## src/rtl/sd_card_cmd_engine.sv

```systemverilog
// SD card command engine: sends a 48-bit command frame, collects R1/R3/R7/R1b responses.
// Define SD_CMD_CRC7_EN to compute the real CRC7; otherwise the CRC field is fixed at 7'h4A.
module sd_card_cmd_engine #(
   parameter int RSP_TIMEOUT  = 64,
   parameter int BUSY_TIMEOUT = 65535
) (
   input  logic        i_clk,
   input  logic        i_rst,
   input  logic        i_start,
   input  logic [5:0]  i_cmd_index,
   input  logic [31:0] i_cmd_arg,
   input  logic [1:0]  i_rsp_type,
   input  logic        i_miso,
   output logic        o_mosi,
   output logic        o_busy,
   output logic        o_done,
   output logic [1:0]  o_status,
   output logic [7:0]  o_r1,
   output logic [31:0] o_rsp_data,
   output logic [2:0]  o_dbg_state
);

   localparam int TMAX = (BUSY_TIMEOUT > RSP_TIMEOUT) ? BUSY_TIMEOUT : RSP_TIMEOUT;
   localparam int CW   = $clog2(((TMAX > 48) ? TMAX : 48) + 1);

   typedef enum logic [2:0] {
      IDLE     = 3'd0,
      LOAD     = 3'd1,
      SEND     = 3'd2,
      WAIT_RSP = 3'd3,
      RECV     = 3'd4,
      BUSY     = 3'd5,
      DONE     = 3'd6
   } state_t;

   state_t        state;
   logic [CW-1:0] cnt;
   logic [46:0]   sh;
   logic [39:0]   rx;
   logic          long_q;
   logic          busy_q;
   logic [39:0]   hdr;
   logic [6:0]    crc;
   logic [47:0]   frame_n;
   logic [39:0]   rx_n;
   logic [7:0]    r1_n;
   logic [CW-1:0] recv_last;

`ifdef SD_CMD_CRC7_EN
   function automatic logic [6:0] crc7(input logic [39:0] d);
      logic [6:0] c;
      logic       fb;
      c = 7'd0;
      for (int i = 39; i >= 0; i--) begin
         fb = d[i] ^ c[6];
         c  = {c[5:0], 1'b0} ^ (fb ? 7'h09 : 7'h00);
      end
      return c;
   endfunction
   assign crc = crc7(hdr);
`else
   assign crc = 7'h4A;
`endif

   assign hdr         = {2'b01, i_cmd_index, i_cmd_arg};
   assign frame_n     = {hdr, crc, 1'b1};
   assign rx_n        = {rx[38:0], i_miso};
   // R3/R7 carry the R1 byte in the top 8 of 40 bits; short responses in the low byte.
   assign r1_n        = long_q ? rx_n[39:32] : rx_n[7:0];
   assign recv_last   = long_q ? CW'(38) : CW'(6);
   assign o_dbg_state = state;

   always_ff @(posedge i_clk or posedge i_rst) begin
      if (i_rst) begin
         state      <= IDLE;
         cnt        <= '0;
         sh         <= '0;
         rx         <= '0;
         long_q     <= 1'b0;
         busy_q     <= 1'b0;
         o_mosi     <= 1'b1;
         o_busy     <= 1'b0;
         o_done     <= 1'b0;
         o_status   <= 2'd0;
         o_r1       <= 8'hFF;
         o_rsp_data <= 32'd0;
      end else begin
         o_done <= 1'b0;
         case (state)
            IDLE: begin
               if (i_start) begin
                  state  <= LOAD;
                  o_busy <= 1'b1;
               end
            end
            LOAD: begin
               long_q     <= (i_rsp_type == 2'd1);
               busy_q     <= (i_rsp_type == 2'd2);
               o_mosi     <= frame_n[47];
               sh         <= frame_n[46:0];
               cnt        <= '0;
               o_r1       <= 8'hFF;
               o_rsp_data <= 32'd0;
               state      <= SEND;
            end
            SEND: begin
               if (cnt == CW'(47)) begin
                  o_mosi <= 1'b1;
                  cnt    <= '0;
                  state  <= WAIT_RSP;
               end else begin
                  o_mosi <= sh[46];
                  sh     <= {sh[45:0], 1'b0};
                  cnt    <= cnt + CW'(1);
               end
            end
            WAIT_RSP: begin
               if (!i_miso) begin
                  rx    <= '0;
                  cnt   <= '0;
                  state <= RECV;
               end else if (cnt == CW'(RSP_TIMEOUT - 1)) begin
                  o_status <= 2'd2;
                  o_done   <= 1'b1;
                  state    <= DONE;
               end else begin
                  cnt <= cnt + CW'(1);
               end
            end
            RECV: begin
               rx <= rx_n;
               if (cnt == recv_last) begin
                  cnt        <= '0;
                  o_r1       <= r1_n;
                  o_rsp_data <= long_q ? rx_n[31:0] : 32'd0;
                  // r1[0] is the idle flag and never counts as an error.
                  if (|r1_n[6:1]) begin
                     o_status <= 2'd1;
                     o_done   <= 1'b1;
                     state    <= DONE;
                  end else if (busy_q) begin
                     state <= BUSY;
                  end else begin
                     o_status <= 2'd0;
                     o_done   <= 1'b1;
                     state    <= DONE;
                  end
               end else begin
                  cnt <= cnt + CW'(1);
               end
            end
            BUSY: begin
               if (i_miso) begin
                  o_status <= 2'd0;
                  o_done   <= 1'b1;
                  state    <= DONE;
               end else if (cnt == CW'(BUSY_TIMEOUT - 1)) begin
                  o_status <= 2'd3;
                  o_done   <= 1'b1;
                  state    <= DONE;
               end else begin
                  cnt <= cnt + CW'(1);
               end
            end
            DONE: begin
               o_busy <= 1'b0;
               cnt    <= '0;
               state  <= IDLE;
            end
            default: state <= IDLE;
         endcase
      end
   end

endmodule
```

## config.mk

```make
export PLATFORM = sky130hd
export DESIGN_NAME = sd_card_cmd_engine
export DESIGN_NICKNAME = d
export VERILOG_FILES = /design/src/rtl/sd_card_cmd_engine.sv
export SDC_FILE = /design/constraint.sdc
export NUM_CORES = 1
export LEC_CHECK = 0
export ABC_AREA = 1
export CAP_MARGIN = 15
export CORE_ASPECT_RATIO = 1.2
export CORE_MARGIN = 1.5
export CORE_UTILIZATION = 50
export CTS_CLUSTER_SIZE = 28
export DETAILED_ROUTE_END_ITERATION = 16
export GPL_TIMING_DRIVEN = 1
export HOLD_SLACK_MARGIN = 0.03
export PLACE_DENSITY = 0.81
export SETUP_SLACK_MARGIN = 0.5
export SYNTH_ARGS = -nofsm -noshare
export SYNTH_HDL_FRONTEND = slang
export SYNTH_SLANG_ARGS = --single-unit
```

## constraint.sdc

```tcl
create_clock -name i_clk -period 4.8 [get_ports i_clk]
set_input_delay 0.96 -clock i_clk [delete_from_list [all_inputs] [get_ports i_clk]]
set_output_delay 0.96 -clock i_clk [all_outputs]
set_load 0.005 [all_outputs]
```

### After elaboration in Yosys (flattened, before gate mapping)

Cells that the tools add are included.

| operators by class | value |
|---|---|
| add/sub/neg operators | 1 |
| $mul | 0 |
| divide/modulo/power cells | 0 |
| $lt $le $gt $ge | 0 |
| eq/ne operators | 25 |
| shift operators | 0 |
| mux-type cells | 48 |
| bitwise operators | 0 |
| reductions and logical operators | 16 |

Operators with widths:

| operator | number |
|---|---|
| $mux 16 | 6 |
| $pmux 47 s2 | 1 |
| $pmux 16 s5 | 1 |
| $pmux 39 s2 | 1 |
| $mux 32 | 2 |
| $pmux 32 s2 | 1 |
| $mux 47 | 1 |
| $mux 39 | 1 |
| $eq 16x6->1 const B | 2 |
| $mux 3 | 7 |
| $mux 2 | 9 |
| $ne 2x2->1 const B | 9 |
| $pmux 3 s6 | 1 |
| $add 16x1->16 const B | 1 |
| $eq 16x16->1 const B | 1 |
| $eq 16x6->1 | 1 |
| $mux 8 | 2 |
| $pmux 8 s2 | 1 |
| $ne 3x3->1 const B | 4 |
| $eq 3x3->1 const B | 3 |
| $mux 1 | 9 |
| $reduce_and 2->1 | 4 |
| $reduce_bool 2->1 | 4 |
| $eq 3x2->1 const B | 2 |
| 15 further kinds | 16 |

| word-level totals | value |
|---|---|
| bits in registers | 152 |
| latch bits | 0 |
| memory bits (writable) | 0 |
| bits in read-only memories | 0 |
| bits of input ports | 44 |
| output and inout bits | 48 |
| memories | 0 |

### Depth between registers and ports, before layout

| depth | value |
|---|---|
| word-level depth | 5 |
| depth in mapped cells | 13 |
| mapped depth without buffers | 12 |

### Least setup slack after synthesis

No wires, ideal clock.

| path | value |
|---|---|
| path type | input-to-reg |
| from | input i_miso |
| to | register cnt[9] |
| arrival | 1.785 ns |
| required time | 4.681 ns |
| slack | 2.895 ns |
| stages on the path | 9 |
| path buffers | 1 |
| cell sequence | inv_1 > nor2_1 > nand3_1 > nand2_4 > nor2_8 > buf_8 > nand3_2 > nand2_1 > nor2_1 |

| on the way | value |
|---|---|
| cells in the longest elaborated chain, start to end | 2 |

Ends and longest elaborated chain:

| what | RTL line | RTL |
|---|---|---|
| from (decl) | 13 | `input logic i_miso,` |
| $mux 16, or another cell as far along | 118 | `if (!i_miso) begin` |
| $pmux 16 s5 or $reduce_and 4->1 (tied branches) | - |  |
| to (signal assigned) | 114 | `cnt <= cnt + CW'(1);` |
| to (signal assigned) | 127 | `cnt <= cnt + CW'(1);` |
| to (signal assigned) | 149 | `cnt <= cnt + CW'(1);` |
| to (decl) | 37 | `logic [CW-1:0] cnt;` |

Several ways; a longest one is shown, not always the timed one.
A chain may end at the register's enable or synchronous reset.

### Worst setup path after layout

| path | value |
|---|---|
| from | register state[1], in the netlist o_dbg_state[1] |
| to | register o_rsp_data[25] |

| on the way | value |
|---|---|
| cells in the longest elaborated chain, start to end | 3 |

Ends and longest elaborated chain:

| what | RTL line | RTL |
|---|---|---|
| from (decl) | 36 | `state_t state;` |
| from (signal assigned) | 75 | `state <= IDLE;` |
| from (signal assigned) | 92 | `state <= LOAD;` |
| from (signal assigned) | 104 | `state <= SEND;` |
| $eq 3x3->1 or $eq 3x1->1 (tied branches) | 89 | `case (state)` |
| $ne 2x2->1 (no source line) or $reduce_bool 2->1 (tied branches) | - |  |
| $reduce_and 2->1 (no source line) | - |  |
| to (signal assigned) | 135 | `o_rsp_data <= long_q ? rx_n[31:0] : 32'd0;` |
| to (decl) | 19 | `output logic [31:0] o_rsp_data,` |

Several ways; a longest one is shown, not always the timed one.

==> results.ini <==
[synthesis]
synthCells=842
yosysWarnings=0
ys_seq_elements=152
yosysTopAreaCell=dfrtp_1
synth-seq-area-share_pct=53.0
yosysUniqueCellTypes=36
synthDominantCellAreaShare_pct=49.7
syn_nets=888
syn_area_um2=7200
yosys-top-cells-area=dfrtp_1 (50%), nand2_1 (10%), inv_1 (5.7%)
syn-mean-instance-area_um2=8.55

[clocking]
cts-root-buf=clkbuf_16
cts_sinks=152
cts_resized=0
h-tree-depth=4
numCtsBuffers=17
cts.path.max_buffers=2
clk_pin_slew_ns=0.06
cts_tree=done
postCtsHoldBufs=0
clock_latency_ns=0.42
cts_setup_buffers=0

[die]
row_count=47
die_area_um2=15100
ioPinCount=92
core_area_um2=13900
fp.dieH_um=134
die_w_um=113
start_util_pct=51.6

[critical_path]
crit_fanout=72
end_kind=flop
critPathTopFamily=buffers and inverters
max_stage_delay_ns=0.47
path_cells=inv_2 -> nand2_2 -> nor2_4 -> buf_4 -> nand2_1 -> nand2_2 -> inv_2 -> nand2_1 -> o21ai_0
timing.rr.end=o_rsp_data[25]$_DFFE_PP0P_
worst-path-buf-inv=3
slowest_stage=dfrtp_1
r2r-start=o_dbg_state[1]$_DFFE_PP0P_
worstPathArrival_ns=2.80
worstSetupStartpointType=flop
rr_worst_depth=9
crit_type=reg2reg
rrSetupSlack_ns=2.25
critical_path_required_ns=5.04

[global_routing]
grt_pass1_wl_mm=25.5
grt_start_max_net_pins=89
antenna_found_initial=0
grt_usage_pct=20.7
grt_remaining_overflow=0
grt_pass1_vias=5566

[final_layout]
syn2layout_area_growth_pct=22.2
drive_gt1_share_pct=9.18
design_area_um2=8790
finalNetCount=959
antenna_cells=0

[run]
drv_cap=0

[sta]
rsz0062_at_grt=no
clock.fmax_mhz=391
fin_crit_sh_pct=53.2
clock_skew_ns=0.0108
hold_viol=0
final.setup.tns_ns=0
setup_violations=0
tightestPinTransition_ns=1.02
maxSlewHeadroom_pct=31.9
slew_viol_final=0
final.min_clock_period_ns=2.55

[power]
worst_ir_drop_vdd_mv=0.209
power_density_nw_per_um2=319
p_leak_nw=4.29

[route]
num_vias=5888
drt-pass1-iter-count=13
drt_iter0_drc=458
drc=8
vias_per_cell=5.37
postRouteAntennaNets=0
drt-total-wl_mm=14.7
post_drt_wl_per_cell_um=13.4

[run_status]
failed_checks=DRC
run_status=finished, violations left

[placed_design]
portBuffers=91
place_congestion=0.864
dpl_cell_area_um2=8150
dp_hpwl_mm=9.50

[hold_path]
hold_path.startpoint=o_r1[4]$_DFFE_PP1P_
hold_class=reg2reg
worstHoldPathCells=2
hold_end=o_r1[4]$_DFFE_PP1P_

registers in the layout (all words and copies together), names as in the netlist, 2 cells and up:
name         cells
cnt             16
o_dbg_state      3
o_r1             8
o_rsp_data      32
o_status         2
rx              39
sh              47
through the flow:
step / instances / worst slack [ns] / hold slack, ns / utilization [%] / power (mW)
floorplan: 842 / 1.93 / 0.443 / - / 1.33
global placement: 1065 / 1.98 / 0.453 / 58.5 / 1.37
detailed placement: 1065 / 1.92 / 0.454 / 58.5 / 1.37
CTS: 1097 / 2.23 / 0.464 / 63.1 / 2.83
global route: 1097 / 1.98 / 0.476 / 63.1 / 2.90
finish: 1097 / 2.25 / 0.462 / 63.1 / 2.80
cells by family after synthesis:
logic type | after synthesis | share of synthesized area [%]
simple gates | 345 | 22.1
fa+ha+maj | 2 | 0.348
compound gates | 182 | 15.1
xor+xnor | 1 | 0.122
buf+inv | 160 | 9.32
flops | 152 | 53.0
cell usage in the layout, fill, tap and decap left out, types with 12 or more instances in the layout:
cell type and count:
nand2_1 196, dfrtp_1 143, inv_1 108, clkdlybuf4s50_1 91, nand3_1 70, o21ai_0 60
o22ai_1 40, nor2_1 38, o211ai_1 37, o21ai_1 27, clkbuf_16 17, a21oi_1 12
per-layer routing:
layer,track usage [%],up-vias,part of all wire [%]
met5,0,-,0
met4,7.03,0,1.5
met3,4.29,27,4.8
met2,35.0,190,50
met1,26.6,2749,44
li1,-,2922,-
worst min-delay path: stages (launching register included):
cell     delay [ns]
dfstp_2        0.37
nand2_1        0.05
nand2_1        0.04
cell usage after synthesis (all sizes together):
| library cell | count |
|---|---|
| o31ai | 1 |
| o211ai | 38 |
| and3 | 1 |
| o21bai | 1 |
| buf | 29 |
| nor3 | 4 |
| nor2 | 45 |
| a21oi | 12 |
| inv | 115 |
| dfstp | 9 |
| ha | 2 |
| dfrtp | 143 |
| a31oi | 1 |
| nand3 | 81 |
| o21ai | 88 |
| nand3b | 2 |
| clkbuf | 16 |
| nand2 | 208 |
| o22ai | 40 |
| a32o | 1 |
| nand4 | 4 |
| xor2 | 1 |
where the power goes:
group | total, mW | internal, mW | switching [mW]
combinational | 0.0659 | 0.0333 | 0.0327
clock | 1.45 | 0.940 | 0.514
sequential | 1.28 | 1.28 | 0.000382
total | 2.80 | 2.26 | 0.547
area by class of cell:
type / instances / area, um2
clock buffer: 21 / 450
clock inverter: 11 / 198
fill: 1123 / 5140
inverter: 115 / 435
multi-input combinational: 530 / 2710
sequential: 152 / 3810
tap: 171 / 214
timing repair buffer: 97 / 968
worst max path at each step:
stage	slack, ns	cells past startpoint	start	endpoint
floorplan	1.93	1	i_rst	busy_q$_DFFE_PP0P_
global placement	1.98	9	i_miso	cnt[5]$_DFFE_PP0P_
detailed placement	1.92	9	i_miso	cnt[10]$_DFFE_PP0P_
CTS	2.23	9	o_dbg_state[1]$_DFFE_PP0P_	o_rsp_data[25]$_DFFE_PP0P_
global route	1.98	9	o_dbg_state[1]$_DFFE_PP0P_	o_rsp_data[25]$_DFFE_PP0P_
finish	2.25	9	o_dbg_state[1]$_DFFE_PP0P_	o_rsp_data[25]$_DFFE_PP0P_
(Power assumes the default switching activity.)
